**config.mk**
```make
export PLATFORM = sky130hd
export DESIGN_NAME = picorv32_wb_bridge
export DESIGN_NICKNAME = d
export VERILOG_FILES = /design/src/rtl/picorv32_wb_bridge.sv
export SDC_FILE = /design/constraint.sdc
export NUM_CORES = 1
export LEC_CHECK = 0
export CELL_PAD_IN_SITES_DETAIL_PLACEMENT = 0
export CELL_PAD_IN_SITES_GLOBAL_PLACEMENT = 1
export CORE_MARGIN = 1
export CORE_UTILIZATION = 30
export CTS_CLUSTER_DIAMETER = 50
export DETAILED_ROUTE_END_ITERATION = 10
export GPL_TIMING_DRIVEN = 1
export PLACE_DENSITY_LB_ADDON = 0.1
export SYNTH_ARGS = -nofsm -noshare
export SYNTH_HDL_FRONTEND = slang
export SYNTH_SLANG_ARGS = --single-unit
```
**constraint.sdc**
```tcl
create_clock -name i_clk -period 4.65 [get_ports i_clk]
set_input_delay 0.93 -clock i_clk [delete_from_list [all_inputs] [get_ports i_clk]]
set_output_delay 0.93 -clock i_clk [all_outputs]
set_load 0.05 [all_outputs]
```
**src/rtl/picorv32_wb_bridge.sv**
```systemverilog
// PicoRV32 native memory port to pipelined Wishbone single-beat master.
// Slave errors and missing acks complete the CPU transfer and raise sticky flags.
module picorv32_wb_bridge #(
  parameter int unsigned TIMEOUT_CYCLES = 255,
  parameter logic [31:0] ERR_RDATA      = 32'hFFFF_FFFF
) (
  input  logic        i_clk,
  input  logic        i_reset_n,
  input  logic        i_mem_valid,
  input  logic [31:0] i_mem_addr,
  input  logic [31:0] i_mem_wdata,
  input  logic [3:0]  i_mem_wstrb,
  output logic        o_mem_ready,
  output logic [31:0] o_mem_rdata,
  output logic [31:0] o_wb_addr,
  output logic [31:0] o_wb_data,
  output logic [3:0]  o_wb_sel,
  output logic        o_wb_we,
  output logic        o_wb_cyc,
  output logic        o_wb_stb,
  input  logic        i_wb_ack,
  input  logic [31:0] i_wb_data,
  input  logic        i_wb_stall,
  input  logic        i_wb_err,
  output logic        o_bus_err,
  output logic        o_timeout
);

  localparam int CW = $clog2(TIMEOUT_CYCLES + 1);
  localparam logic [CW-1:0] CNT_LAST = CW'(TIMEOUT_CYCLES - 1);
  localparam logic [CW-1:0] CNT_ONE  = CW'(1);

  typedef enum logic [1:0] {S_IDLE, S_REQ, S_WAIT, S_DONE} state_t;

  state_t        state_q, state_d;
  logic [CW-1:0] cnt_q, cnt_d;
  logic [31:0]   addr_q, addr_d;
  logic [31:0]   data_q, data_d;
  logic [3:0]    sel_q, sel_d;
  logic          we_q, we_d;
  logic          cyc_q, cyc_d;
  logic          stb_q, stb_d;
  logic          ready_q, ready_d;
  logic [31:0]   rdata_q, rdata_d;
  logic          bus_err_q, bus_err_d;
  logic          timeout_q, timeout_d;
  logic          finish;

  always_ff @(posedge i_clk or negedge i_reset_n) begin
    if (!i_reset_n) begin
      state_q   <= S_IDLE;
      cnt_q     <= '0;
      addr_q    <= '0;
      data_q    <= '0;
      sel_q     <= '0;
      we_q      <= 1'b0;
      cyc_q     <= 1'b0;
      stb_q     <= 1'b0;
      ready_q   <= 1'b0;
      rdata_q   <= '0;
      bus_err_q <= 1'b0;
      timeout_q <= 1'b0;
    end else begin
      state_q   <= state_d;
      cnt_q     <= cnt_d;
      addr_q    <= addr_d;
      data_q    <= data_d;
      sel_q     <= sel_d;
      we_q      <= we_d;
      cyc_q     <= cyc_d;
      stb_q     <= stb_d;
      ready_q   <= ready_d;
      rdata_q   <= rdata_d;
      bus_err_q <= bus_err_d;
      timeout_q <= timeout_d;
    end
  end

  always_comb begin
    state_d   = state_q;
    cnt_d     = cnt_q;
    addr_d    = addr_q;
    data_d    = data_q;
    sel_d     = sel_q;
    we_d      = we_q;
    cyc_d     = cyc_q;
    stb_d     = stb_q;
    ready_d   = 1'b0;
    rdata_d   = rdata_q;
    bus_err_d = bus_err_q;
    timeout_d = timeout_q;
    finish    = 1'b0;

    case (state_q)
      S_IDLE: begin
        if (i_mem_valid) begin
          addr_d  = i_mem_addr;
          data_d  = i_mem_wdata;
          we_d    = |i_mem_wstrb;
          sel_d   = (|i_mem_wstrb) ? i_mem_wstrb : 4'hF;
          cyc_d   = 1'b1;
          stb_d   = 1'b1;
          cnt_d   = '0;
          state_d = S_REQ;
        end
      end
      S_REQ, S_WAIT: begin
        if (cnt_q != '1) cnt_d = cnt_q + CNT_ONE;
        if (state_q == S_REQ && !i_wb_stall) begin
          stb_d   = 1'b0;
          state_d = S_WAIT;
        end
        // Error outranks a simultaneous ack; timeout only fires when the slave is silent.
        if (i_wb_err) begin
          bus_err_d = 1'b1;
          rdata_d   = ERR_RDATA;
          finish    = 1'b1;
        end else if (i_wb_ack) begin
          rdata_d = we_q ? 32'h0 : i_wb_data;
          finish  = 1'b1;
        end else if (cnt_q == CNT_LAST) begin
          timeout_d = 1'b1;
          rdata_d   = ERR_RDATA;
          finish    = 1'b1;
        end
        if (finish) begin
          cyc_d   = 1'b0;
          stb_d   = 1'b0;
          ready_d = 1'b1;
          state_d = S_DONE;
        end
      end
      S_DONE: begin
        state_d = S_IDLE;
      end
      default: begin
        state_d = S_IDLE;
      end
    endcase
  end

  assign o_mem_ready = ready_q;
  assign o_mem_rdata = rdata_q;
  assign o_wb_addr   = addr_q;
  assign o_wb_data   = data_q;
  assign o_wb_sel    = sel_q;
  assign o_wb_we     = we_q;
  assign o_wb_cyc    = cyc_q;
  assign o_wb_stb    = stb_q;
  assign o_bus_err   = bus_err_q;
  assign o_timeout   = timeout_q;

endmodule

```
==> insert_results.sql, run 1 <==
INSERT INTO impl_metrics (metric_group, metric, value, unit) VALUES
('outcome', 'status', 'completed', ''),
('synthesis', 'synthCells', '396', ''),
('worst_setup_path', 'critical_path_depth', '1', ''),
('floorplanning', 'io-pin-count', '212', ''),
('detailed_routing', 'detail-route-antenna-nets', '0', ''),
('clock_network', 'insertion_delay_of_the_later_clocked_pin_in_the_worst_skew_pair', '0.41', 'ns'),
('sta', 'final_min_period_over_clock_period', '55.6', '%'),
('worst_setup_path', 'critPathBufInv', '1', ''),
('synthesis', 'synth_top_family_by_area', 'multiplexers', ''),
('global_route', 'grt.met3_usage', '5.45', '%'),
('worst_setup_path', 'cpMaxStageDelayCell', 'clkdlybuf4s50_1', ''),
('cells_and_area', 'post_route_cells_drive_above_1_share', '16.8', '%'),
('sta', 'slew_viol_final', '0', ''),
('floorplanning', 'floorplan.initialDensity', '30.6', '%'),
('detailed_routing', 'firstDrtPassIters', '4', ''),
('clock_network', 'cts_root_buf', 'clkbuf_16', ''),
('clock_network', 'cts_htree_levels', '4', ''),
('worst_setup_path', 'r2r_cells', '7', ''),
('global_route', 'met2_usage', '25.5', '%'),
('power', 'power_per_cell_area', '834', 'nW/um2'),
('hold_path', 'min-delay-path-class', 'flop to flop', ''),
('worst_setup_path', 'timing.critical_path.cells', 'clkdlybuf4s50_1', ''),
('synthesis', 'register_area_share_after_synthesis', '60.0', '%'),
('clock_network', 'cts_tree', 'done', ''),
('place', 'dpl.hpwl', '8.78', 'mm'),
('cells_and_area', 'postLayoutCoreUtil', '49.4', '%'),
('synthesis', 'synthXorXnorAreaFrac', '0.181', '%'),
('global_route', 'grt.overflow.total', '0', ''),
('sta', 'hold_violations', '0', ''),
('sta', 'setup_viol', '0', ''),
('global_route', 'number_of_antenna_violations_at_the_first_check_in_global_routing', '0', ''),
('floorplanning', 'die_height', '129', 'um'),
('worst_setup_path', 'worst_path_dominant_cell_family', 'buffers and inverters', ''),
('global_route', 'track_usage', '15.8', '%'),
('worst_setup_path', 'critical_path_peak_fanout', '4', ''),
('clock_network', 'cts.repair_timing.setup_buffer_count', '0', ''),
('clock_network', 'ctsHoldBuffers', '0', ''),
('hold_path', 'worstHoldPathCells', '1', ''),
('sta', 'max_slew.worst_pin.slew', '0.919', 'ns'),
('clock_network', 'cts_sinks', '116', ''),
('sta', 'hold_worst_slack', '0.457', 'ns'),
('flow_run', 'cap_viol_max_count', '0', ''),
('place', 'port_buffers', '211', ''),
('worst_setup_path', 'critical_path.endpoint_type', 'output pin', ''),
('worst_setup_path', 'cp-start-kind', 'flop', ''),
('cells_and_area', 'fillers', '1431', ''),
('global_route', 'top_usage_layer', 'met2', ''),
('global_route', 'grt_pass1_wl', '19.8', 'mm'),
('synthesis', 'yosys.area_share.simple', '9.05', '%'),
('global_route', 'vias_in_the_first_global_route', '3767', ''),
('worst_setup_path', 'timing.critical_path.slowest_cell_delay', '0.84', 'ns'),
('power', 'worst_ir_drop_vdd', '0.375', 'mV'),
('cells_and_area', 'synthToLayoutAreaGrowth', '61.6', '%'),
('sta', 'clock-skew-final', '0.00623', 'ns'),
('detailed_routing', 'drc', '0', ''),
('synthesis', 'synth_area_per_cell', '12.2', 'um2'),
('worst_setup_path', 'regToRegSetupSlack', '2.46', 'ns'),
('power', 'total_power', '6520', 'uW'),
('synthesis', 'synthesis.yosys.warnings', '0', ''),
('place', 'gpl.final_weighted_congestion', '0.724', ''),
('synthesis', 'synth-adder-area-share', '1.29', '%'),
('synthesis', 'synth_seq_cells', '116', ''),
('sta', 'fin_tns_setup', '0', 'ns'),
('sta', 'slew-limit-headroom', '38.7', '%'),
('detailed_routing', 'detail_route.vias_per_cell', '4.60', ''),
('sta', 'grt_setup_unrepaired', 'false', ''),
('detailed_routing', 'routed_wire_length', '13.0', 'mm'),
('global_route', 'pin_count_of_the_biggest_net_entering_global_routing', '81', ''),
('synthesis', 'syn-cell-area', '4840', 'um2'),
('cells_and_area', 'antenna-diode-count', '0', ''),
('clock_network', 'cts.clk_slew.worst_paths', '0.05', 'ns');
## sequential cells by signal (all words and copies together), names as in the netlist
register and count:
cnt_q 8, o_bus_err 1, o_mem_rdata 32, o_mem_ready 1, o_timeout 1, o_wb_addr 32, o_wb_cyc 1, o_wb_data 32
o_wb_sel 4, o_wb_stb 1, o_wb_we 1, state_q 2
## worst paths after layout
check,to,from
setup / recovery,o_wb_stb,o_wb_stb
hold / removal,o_bus_err,o_bus_err
setup reg to reg,cnt_q[3],state_q[1]
hold reg to reg,o_bus_err,o_bus_err
max in group asynchronous,o_wb_data[16],i_reset_n
min in group asynchronous,o_wb_addr[3],i_reset_n
## cells in the mapped netlist (all sizes together)
cell | n | area share (%)
dfrtp | 116 | 60
mux2 | 64 | 15
clkbuf | 19 | 1.5
ha | 5 | 1.3
nor2 | 14 | 1.1
nor3 | 6 | 0.62
nor4 | 1 | 0.13
nand2 | 12 | 0.93
o21ai | 8 | 0.90
and3 | 2 | 0.26
nand3 | 5 | 0.52
nor2b | 1 | 0.13
nand2b | 35 | 4.5
a311oi | 2 | 0.36
and4 | 1 | 0.18
nand3b | 1 | 0.16
a21o | 1 | 0.16
xnor2 | 1 | 0.18
a32o | 1 | 0.21
a211oi | 2 | 0.31
o31ai | 2 | 0.31
a21oi | 38 | 3.9
o21a | 1 | 0.16
buf | 9 | 0.90
or3 | 1 | 0.13
a31o | 2 | 0.36
nand4 | 1 | 0.26
a31oi | 36 | 4.7
o221ai | 1 | 0.18
inv | 6 | 0.47
or2 | 1 | 0.13
mux2i | 1 | 0.21
## power breakdown
group	switching, uW	internal [uW]	total [uW]
Sequential	230	1450	1680
Combinational	2190	1200	3400
Clock	469	979	1450
Total	2890	3630	6520
## final cells by class
class                   count  area, um2  share of cell area, %
inverters                   6       22.5                  0.288
clock inverters            12        203                   2.59
clock buffers              20        457                   5.84
repair buffers            218       2160                   27.6
well taps                 216        270                   3.45
multi-input cells         246       1810                   23.1
flip-flops and latches    116       2900                   37.1
## per-layer routing
metal,wire [um],vias to the layer above
li1,-,1843
met1,5410,1854
met2,6440,127
met3,906,13
met4,235,0
met5,0,-
## layout by cell type, fill, tap and decap left out, types with 2 or more instances in the layout
cell,netlist,final
a311oi_1,2,2
bufinv_16,0,5
nand2b_1,35,35
nor2_1,14,14
a211oi_1,2,2
mux2_1,6,6
mux2_2,58,58
and3_1,2,2
clkdlybuf4s50_1,0,210
clkbuf_16,0,17
a31oi_1,36,36
clkbuf_8,0,2
o21ai_1,5,5
a31o_2,2,2
a21oi_1,38,38
nand3_1,5,5
clkinv_4,0,2
nand2_1,12,11
dfrtp_1,116,116
nor3_1,6,6
inv_1,6,6
o31ai_1,2,2
o21ai_0,2,2
buf_4,0,8
clkinvlp_4,0,4
ha_1,5,4
## per-stage QoR
stage | instance area, um2 | setup slack (ns) | std cells
global placement | 7160 | 1.88 | 802
CTS | 7820 | 2.05 | 834
finish | 7820 | 2.07 | 834
detailed placement | 7160 | 1.83 | 802
global route | 7820 | 2.02 | 834
floorplan | 4840 | 2.64 | 396
## cells by family after synthesis
kind of cell,count (synthesis)
xor+xnor,1
buf+inv,34
mux,65
fa+ha+maj,5
simple gates,81
compound gates,94
flops,116
Power figures use the tool's default switching activity.
==> run 2: changes to the inputs <==
- clock period: 4.65 -> 2.4 ns (I/O delays scaled with it)
==> insert_results.sql, run 2 (synthesis gave the netlist of run 1 again) <==
INSERT INTO impl_metrics (metric_group, metric, value, unit) VALUES
('worst_setup_path', 'cpMaxStageDelayCell', 'clkdlybuf4s50_1', ''),
('sta', 'clock-skew-final', '0.00656', 'ns'),
('sta', 'final_min_period_over_clock_period', '89.6', '%'),
('worst_setup_path', 'critical_path_peak_fanout', '4', ''),
('sta', 'grt_setup_unrepaired', 'false', ''),
('cells_and_area', 'postLayoutCoreUtil', '49.5', '%'),
('global_route', 'number_of_antenna_violations_at_the_first_check_in_global_routing', '0', ''),
('global_route', 'pin_count_of_the_biggest_net_entering_global_routing', '75', ''),
('worst_setup_path', 'crit_arrival', '1.67', 'ns'),
('global_route', 'vias_in_the_first_global_route', '3819', ''),
('detailed_routing', 'routed-wl-met2', '6.43', 'mm'),
('worst_setup_path', 'worstSetupPathType', 'flop to output pin', ''),
('clock_network', 'cts_root_buf', 'clkbuf_16', ''),
('outcome', 'status', 'completed', ''),
('sta', 'slew-limit-headroom', '61.7', '%'),
('worst_setup_path', 'timing.critical_path.cells', 'clkdlybuf4s50_1', ''),
('clock_network', 'ctsHoldBuffers', '0', ''),
('clock_network', 'cts_tree', 'done', ''),
('clock_network', 'total_cts_buffers', '17', ''),
('clock_network', 'insertion_delay_of_the_later_clocked_pin_in_the_worst_skew_pair', '0.41', 'ns'),
('cells_and_area', 'finalNonFillerCells', '835', ''),
('clock_network', 'cts.clk_slew.worst_paths', '0.05', 'ns'),
('worst_setup_path', 'cp-start-kind', 'flop', ''),
('power', 'total_power', '12600', 'uW'),
('sta', 'fin_tns_setup', '0', 'ns'),
('floorplanning', 'io-pin-count', '212', ''),
('detailed_routing', 'routed_wire_length', '13.1', 'mm'),
('clock_network', 'cts_htree_levels', '4', ''),
('detailed_routing', 'drt_iter0_drc', '148', ''),
('detailed_routing', 'highest-signal-layer', 'met4', ''),
('cells_and_area', 'final_common_cell', 'clkdlybuf4s50_1', ''),
('cells_and_area', 'antenna-diode-count', '0', ''),
('power', 'power_per_cell_area', '1610', 'nW/um2'),
('cells_and_area', 'post_route_cells_drive_above_1_share', '17.1', '%'),
('detailed_routing', 'avgRoutedWirePerCell', '15.6', 'um'),
('detailed_routing', 'firstDrtPassIters', '5', ''),
('clock_network', 'cts.repair_timing.setup_buffer_count', '0', ''),
('detailed_routing', 'detail_route.vias_per_cell', '4.58', ''),
('cells_and_area', 'finalNetCount', '717', ''),
('sta', 'hold_violations', '0', ''),
('sta', 'maxClockFrequency', '0.465', 'GHz'),
('clock_network', 'cts_resized', '0', ''),
('floorplanning', 'core-area', '15800', 'um2'),
('floorplanning', 'die_height', '129', 'um'),
('sta', 'setup_viol', '0', ''),
('clock_network', 'cts_sinks', '116', ''),
('detailed_routing', 'met1Wirelength', '5.29', 'mm'),
('sta', 'slew_viol_final', '0', ''),
('floorplanning', 'floorplan.initialDensity', '30.6', '%'),
('detailed_routing', 'met3_length', '999', 'um'),
('detailed_routing', 'detail-route-antenna-nets', '0', ''),
('place', 'dpl.hpwl', '8.95', 'mm'),
('worst_setup_path', 'worst_path_dominant_cell_family', 'buffers and inverters', ''),
('worst_setup_path', 'worst_ep_required_time', '1.92', 'ns'),
('sta', 'max_slew.worst_pin.slew', '0.572', 'ns'),
('worst_setup_path', 'launching_instance_or_port_of_the_critical_path', 'o_wb_stb', ''),
('global_route', 'grt.overflow.total', '0', ''),
('clock_network', 'clockBufferDepth', '2', ''),
('floorplanning', 'die_area', '16600', 'um2'),
('power', 'leakage', '0.00319', 'uW'),
('global_route', 'track_usage', '16.1', '%'),
('power', 'worst_ir_drop_vdd', '0.710', 'mV'),
('worst_setup_path', 'critical_path.endpoint_type', 'output pin', ''),
('floorplanning', 'die_w', '129', 'um'),
('hold_path', 'min-delay-path-class', 'input pin to asynchronous set/reset pin', ''),
('place', 'port_buffers', '211', ''),
('place', 'dp.cells', '803', ''),
('worst_setup_path', 'critPathBufInv', '1', ''),
('worst_setup_path', 'crit-reg2reg-launch', 'state_q[0]', ''),
('global_route', 'grt_pass1_wl', '20.2', 'mm'),
('detailed_routing', 'drc', '0', ''),
('cells_and_area', 'fillers', '1422', ''),
('flow_run', 'cap_viol_max_count', '0', ''),
('sta', 'fin_crit', '2.15', 'ns'),
('floorplanning', 'num_rows', '46', ''),
('worst_setup_path', 'timing.critical_path.slowest_cell_delay', '0.84', 'ns'),
('cells_and_area', 'layout.cells.most_common_list', 'clkdlybuf4s50_1 (209), dfrtp_1 (116), mux2_2 (58)', ''),
('detailed_routing', 'vias', '3821', ''),
('cells_and_area', 'synthToLayoutAreaGrowth', '62.0', '%'),
('place', 'gpl.final_weighted_congestion', '0.782', '');
## run 2: per-stage QoR
step	hold slack, ns	area [um2]	setup WS (ns)
after floorplan	0.184	4840	0.657
after global placement	0.446	7190	0.376
after detailed placement	0.451	7190	0.355
after CTS	0.0474	7840	0.211
after global routing	0.0665	7840	0.191
final	0.0356	7840	0.249
## run 2: cell type report
type | count | area, um2 | area share [%]
timing repair buffer | 219 | 2190 | 28.0
multi-input combinational | 246 | 1810 | 23.0
clock inverter | 13 | 205 | 2.62
inverter | 6 | 22.5 | 0.287
tap | 216 | 270 | 3.45
sequential | 116 | 2900 | 37.0
clock buffer | 19 | 443 | 5.65
## run 2: worst paths after layout
kind | cells past startpoint | slack, ns | endpoint
max in group asynchronous | 2 | 1.61 | o_wb_addr[1]
worst min register to register | 1 | 0.46 | o_bus_err
worst max-delay path | 1 | 0.25 | o_wb_stb
worst max register to register | 6 | 0.56 | cnt_q[7]
worst min-delay path | 1 | 0.04 | o_wb_cyc
min in group i_clk | 1 | 0.46 | o_bus_err
## run 2: power breakdown
group          switching, uW  internal (uW)  total [uW]
registers                456           2810        3270
logic                   4260           2360        6620
clock network            901           1870        2770
total                   5610           7030       12600
## run 2: layer usage
| metal | vias to the layer above | track usage, % |
|---|---|---|
| met5 | - | 0 |
| met4 | 0 | 8.10 |
| met3 | 20 | 5.95 |
| met2 | 136 | 26.6 |
| met1 | 1829 | 18.5 |
| li1 | 1836 | - |
